File: src/rtl/counter_sequencer_ctrl_pkg.sv
// counter_sequencer_ctrl_pkg: shared state and command encodings for the counter run controller.
package counter_sequencer_ctrl_pkg;

  typedef enum logic [1:0] {
    ST_IDLE   = 2'd0,
    ST_RUN    = 2'd1,
    ST_PAUSED = 2'd2,
    ST_DONE   = 2'd3
  } state_t;

  localparam logic MODE_ONESHOT = 1'b0;
  localparam logic MODE_RELOAD  = 1'b1;
  localparam logic DIR_DOWN     = 1'b0;
  localparam logic DIR_UP       = 1'b1;

endpackage

File: src/rtl/counter_sequencer_ctrl_datapath.sv
// counter_datapath_updown: loadable up/down count register with look-ahead modulo-wrap flag.
module counter_datapath_updown
  import counter_sequencer_ctrl_pkg::*;
#(
  parameter int WIDTH = 4
) (
  input  logic             clk,
  input  logic             rst,
  input  logic             ld,
  input  logic             en,
  input  logic             dir,
  input  logic [WIDTH-1:0] ld_val,
  output logic [WIDTH-1:0] count,
  output logic             wrap_nxt
);

  always_ff @(posedge clk) begin
    if (rst) begin
      count <= '0;
    end else if (ld) begin
      count <= ld_val;
    end else if (en) begin
      count <= (dir == DIR_UP) ? count + WIDTH'(1) : count - WIDTH'(1);
    end
  end

  // High when the step about to be taken crosses all-ones <-> zero.
  assign wrap_nxt = en & ~ld & ((dir == DIR_UP) ? (&count) : ~(|count));

endmodule

File: src/rtl/counter_sequencer_ctrl.sv
// counter_sequencer_ctrl: Start/Stop/Pause sequencer around a prescaled up/down counter with
// one-shot or auto-reload terminal handling and registered Done/Wrap pulses.
module counter_sequencer_ctrl
  import counter_sequencer_ctrl_pkg::*;
#(
  parameter int WIDTH    = 4,
  parameter int PRESCALE = 1
) (
  input  logic             Clk,
  input  logic             Clr,
  input  logic             Start,
  input  logic             Stop,
  input  logic             Pause,
  input  logic             Mode,
  input  logic             Dir,
  input  logic [WIDTH-1:0] LoadVal,
  input  logic [WIDTH-1:0] TermVal,
  output logic [WIDTH-1:0] Count,
  output logic             Busy,
  output logic             Done,
  output logic             Wrap
);

  localparam int            PW      = $clog2(PRESCALE + 1);
  localparam logic [PW-1:0] PS_LAST = PW'(PRESCALE - 1);

  state_t        state, state_nxt;
  logic [PW-1:0] ps, ps_nxt;
  logic          ld, en, done_nxt, wrap_nxt, dp_wrap, tick;

  counter_datapath_updown #(.WIDTH(WIDTH)) u_dp (
    .clk     (Clk),
    .rst     (Clr),
    .ld      (ld),
    .en      (en),
    .dir     (Dir),
    .ld_val  (LoadVal),
    .count   (Count),
    .wrap_nxt(dp_wrap)
  );

  assign tick = (ps == PS_LAST);
  assign Busy = (state == ST_RUN) || (state == ST_PAUSED);

  always_ff @(posedge Clk) begin
    if (Clr) begin
      state <= ST_IDLE;
      ps    <= '0;
      Done  <= 1'b0;
      Wrap  <= 1'b0;
    end else begin
      state <= state_nxt;
      ps    <= ps_nxt;
      Done  <= done_nxt;
      Wrap  <= wrap_nxt;
    end
  end

  always_comb begin
    state_nxt = state;
    ps_nxt    = ps;
    ld        = 1'b0;
    en        = 1'b0;
    done_nxt  = 1'b0;
    wrap_nxt  = 1'b0;
    case (state)
      ST_IDLE: begin
        if (Start && !Stop) begin
          ld        = 1'b1;
          ps_nxt    = '0;
          state_nxt = ST_RUN;
        end
      end
      ST_RUN: begin
        if (Stop) begin
          state_nxt = ST_IDLE;
        end else if (Start) begin
          ld     = 1'b1;
          ps_nxt = '0;
        end else if (Pause) begin
          state_nxt = ST_PAUSED;
        end else begin
          ps_nxt = tick ? '0 : ps + PW'(1);
          if (tick) begin
            if (Count == TermVal) begin
              done_nxt = 1'b1;
              if (Mode == MODE_RELOAD) ld = 1'b1;
              else                     state_nxt = ST_DONE;
            end else begin
              en       = 1'b1;
              wrap_nxt = dp_wrap;
            end
          end
        end
      end
      ST_PAUSED: begin
        // Resuming does not tick; the prescaler continues from where it froze.
        if (Stop) begin
          state_nxt = ST_IDLE;
        end else if (Start) begin
          ld        = 1'b1;
          ps_nxt    = '0;
          state_nxt = ST_RUN;
        end else if (!Pause) begin
          state_nxt = ST_RUN;
        end
      end
      default: begin
        if (Start && !Stop) begin
          ld        = 1'b1;
          ps_nxt    = '0;
          state_nxt = ST_RUN;
        end else begin
          state_nxt = ST_IDLE;
        end
      end
    endcase
  end

endmodule

File: config.mk
export PLATFORM = sky130hd
export DESIGN_NAME = counter_sequencer_ctrl
export DESIGN_NICKNAME = d
export VERILOG_FILES = /design/src/rtl/counter_sequencer_ctrl_pkg.sv /design/src/rtl/counter_sequencer_ctrl_datapath.sv /design/src/rtl/counter_sequencer_ctrl.sv
export SDC_FILE = /design/constraint.sdc
export NUM_CORES = 1
export LEC_CHECK = 0
export CORE_UTILIZATION = 47
export CTS_CLUSTER_SIZE = 25
export DETAILED_ROUTE_END_ITERATION = 8
export HOLD_SLACK_MARGIN = 0.03
export PLACE_DENSITY = 0.92
export SLEW_MARGIN = 20
export SYNTH_ARGS = -nofsm -noshare
export SYNTH_HDL_FRONTEND = slang
export SYNTH_SLANG_ARGS = --single-unit
File: constraint.sdc
create_clock -name Clk -period 5.1 [get_ports Clk]
set_clock_uncertainty 0.15 [all_clocks]
set_input_delay 0.51 -clock Clk [delete_from_list [all_inputs] [get_ports Clk]]
set_output_delay 0.51 -clock Clk [all_outputs]
set_load 0.02 [all_outputs]
==> flow_summary.ini <==
[status]
status = complete, no violations

[cts]
holdBufCountCts = 0
clkSinkCount = 8
clock_path_buffers = 2
cts_setup_buffers = 0
h-tree-depth = 1
numCtsBuffers = 3
cts_resized = 0
path_clk_slew_ps = 50
clockRootBuffer = clkbuf_4
cts_tree = done
insertion_delay_ps = 270

[route]
drt_iter0_markers = 17
dr.max_layer_used = met4
met2_wirelength_microns = 740
via_per_inst = 5.80
routed_wl_microns = 1530
drt-met1-wl_microns = 673
num_vias = 632
post_drt_wl_per_cell_microns = 14.0
met3_length_microns = 86
ant_nets = 0
drtPass1Iterations = 4
drc = 0

[worst_setup_path]
r2r_end = u_dp.count[3]
cp_top_family = buffers and inverters
worst-path-buf-inv = 2
cp.arrival_ps = 1630
crit_type = reg -> out
cp-start-kind = register
critPathRequiredTime_ps = 4440
worst_path_max_delay_cell = clkdlybuf4s50_1
regToRegStartpoint = state[1]
reg2reg_depth = 7
cp_max_fo = 4
path_depth = 3
path_cells = inv_1 -> ha_1 -> clkdlybuf4s50_1
critPathCapture = Busy
crit_path_max_incr_delay_ps = 610
r2r_slack_ps = 3160
crit_start = state[0]
cp-end-kind = primary output

[placed_design]
place_congestion = 0.879
dp_hpwl_microns = 1180
portBuffers = 21
dp.cells = 106

[timing]
fin_setup_tns_ps = 0
maxSlewViolCount = 0
tightest_slew_ps = 395
hold_viol = 0
min_period_over_period = 0.450
fin_crit_ps = 2290
fmax_mhz = 436
setup_violations = 0
slew_headroom = 0.736
rsz0062_at_grt = false

[global_routing]
grt_pass1_vias = 629
track_usage = 0.265
antenna_found_initial = 0
grt-ovfl-total = 0
grt_max_degree = 9
grt_pass1_wl_microns = 2640

[logic_synthesis]
synth-seq-cells = 8
syn_inst = 72
avgSynthCellArea_sq_um = 8.91
synth_area_leaders = dfxtp_1 25%, ha_1 12%, xnor2_1 8.2%
ys_seq_area_frac = 0.250
netlist_top_cells_count = 8 x a21oi_1, 8 x dfxtp_1, 6 x ha_1, 6 x xnor2_1
ys_warn_count = 0
ys_types = 34
synthArstFlopShare = 0
synth-edff-count = 0
netlist_area_sq_um = 642
ys.flop_type = dfxtp_1
synth_top_area_frac = 0.250
syn_nets = 94
synth_top_cell_by_area = dfxtp_1

[power_and_ir_drop]
power_density_nw_per_um2 = 238
peakVddDrop_mv = 0.184
p_leak_nw = 0.336

[cells_and_area]
layout-drive-gt1-share = 0.116
seqCellArea_sq_um = 160
fillerInstances = 91
multi_input_area_sq_um = 467
area_growth_pct = 38.4
stdcell_count = 109
diodes = 0
layout.nets = 119

[floorplanning]
die_w_microns = 39.0
core_area_sq_um = 1190
rows = 12
start_util = 0.541
die_h_microns = 39.0
ios = 22
dieArea_sq_um = 1520

[min_path]
hold_class = reg -> reg
hold_path_depth = 2

[run]
cap_violations = 0
power by group:
part | switching, W | internal (W) | leakage, nW | total, W
Sequential | 0.00000764 | 0.0000675 | 0.0652 | 0.0000752
Clock | 0.0000240 | 0.0000271 | 0.0138 | 0.0000510
Combinational | 0.0000418 | 0.0000438 | 0.257 | 0.0000857
Total | 0.0000734 | 0.000138 | 0.336 | 0.000212
through the flow:
step | hold slack [ps] | utilization | power [W] | area (sq um) | worst slack [ps]
after detailed placement | 401 | 0.730 | 0.000161 | 866 | 2700
after CTS | 408 | 0.749 | 0.000214 | 888 | 2790
final | 420 | 0.749 | 0.000212 | 888 | 2810
after floorplan | 374 | - | 0.000129 | 642 | 3310
after global routing | 458 | 0.749 | 0.000227 | 888 | 2720
after global placement | 391 | 0.730 | 0.000158 | 866 | 2750
logic make-up after synthesis:
group | Yosys count | share of synthesized area
DFF | 8 | 0.250
buffers and inverters | 4 | 0.0234
AOI/OAI and AO/OA | 21 | 0.248
muxes | 1 | 0.0156
adders and majority gates | 7 | 0.148
xor gates and xnor gates | 7 | 0.0955
and+or+nand+nor | 24 | 0.220
flip-flops by register name (all words and copies together), names as in the netlist:
signal and cells:
Done 1, u_dp.count 4, state 2, Wrap 1
worst register-to-register path: cells and delay by family (launching register included):
family	cells	cell delay [ps]
flops	1	320
buf+inv	1	110
simple gates	2	570
fa+ha+maj	1	220
compound gates	3	450
area by class of cell:
cell class | instances | share of cell area
Multi-Input combinational cell | 60 | 0.525
Timing Repair Buffer | 21 | 0.237
Sequential cell | 8 | 0.180
Clock buffer | 3 | 0.0254
Tap cell | 14 | 0.0197
Inverter | 3 | 0.0127
cells in the final DEF, fill, tap and decap left out, types with 2 or more instances in the layout:
cell type | netlist | routed
clkdlybuf4s50_1 | 0 | 21
dfxtp_1 | 8 | 8
a21oi_1 | 8 | 8
xnor2_1 | 6 | 6
ha_1 | 6 | 6
nor2_1 | 5 | 5
nand2_1 | 5 | 5
inv_1 | 3 | 3
a22oi_1 | 3 | 3
clkbuf_4 | 0 | 3
nand4_1 | 2 | 2
nor3b_1 | 2 | 2
per-layer routing:
metal,up-vias,GRT usage
met4,0,0.0948
li1,315,-
met2,23,0.467
met3,7,0.110
met5,-,0
met1,287,0.277
worst min-delay path by stage:
stage	start	to	slack, ps
6_report	u_dp.count[2]	u_dp.count[2]	420
5_1_grt	u_dp.count[2]	u_dp.count[2]	460
4_1_cts	u_dp.count[2]	u_dp.count[2]	410
3_5_place_dp	u_dp.count[2]	u_dp.count[2]	400
3_3_place_gp	state[0]	state[0]	390
2_1_floorplan	state[0]	state[0]	370
Note: power is estimated with default switching activity, not from simulation.
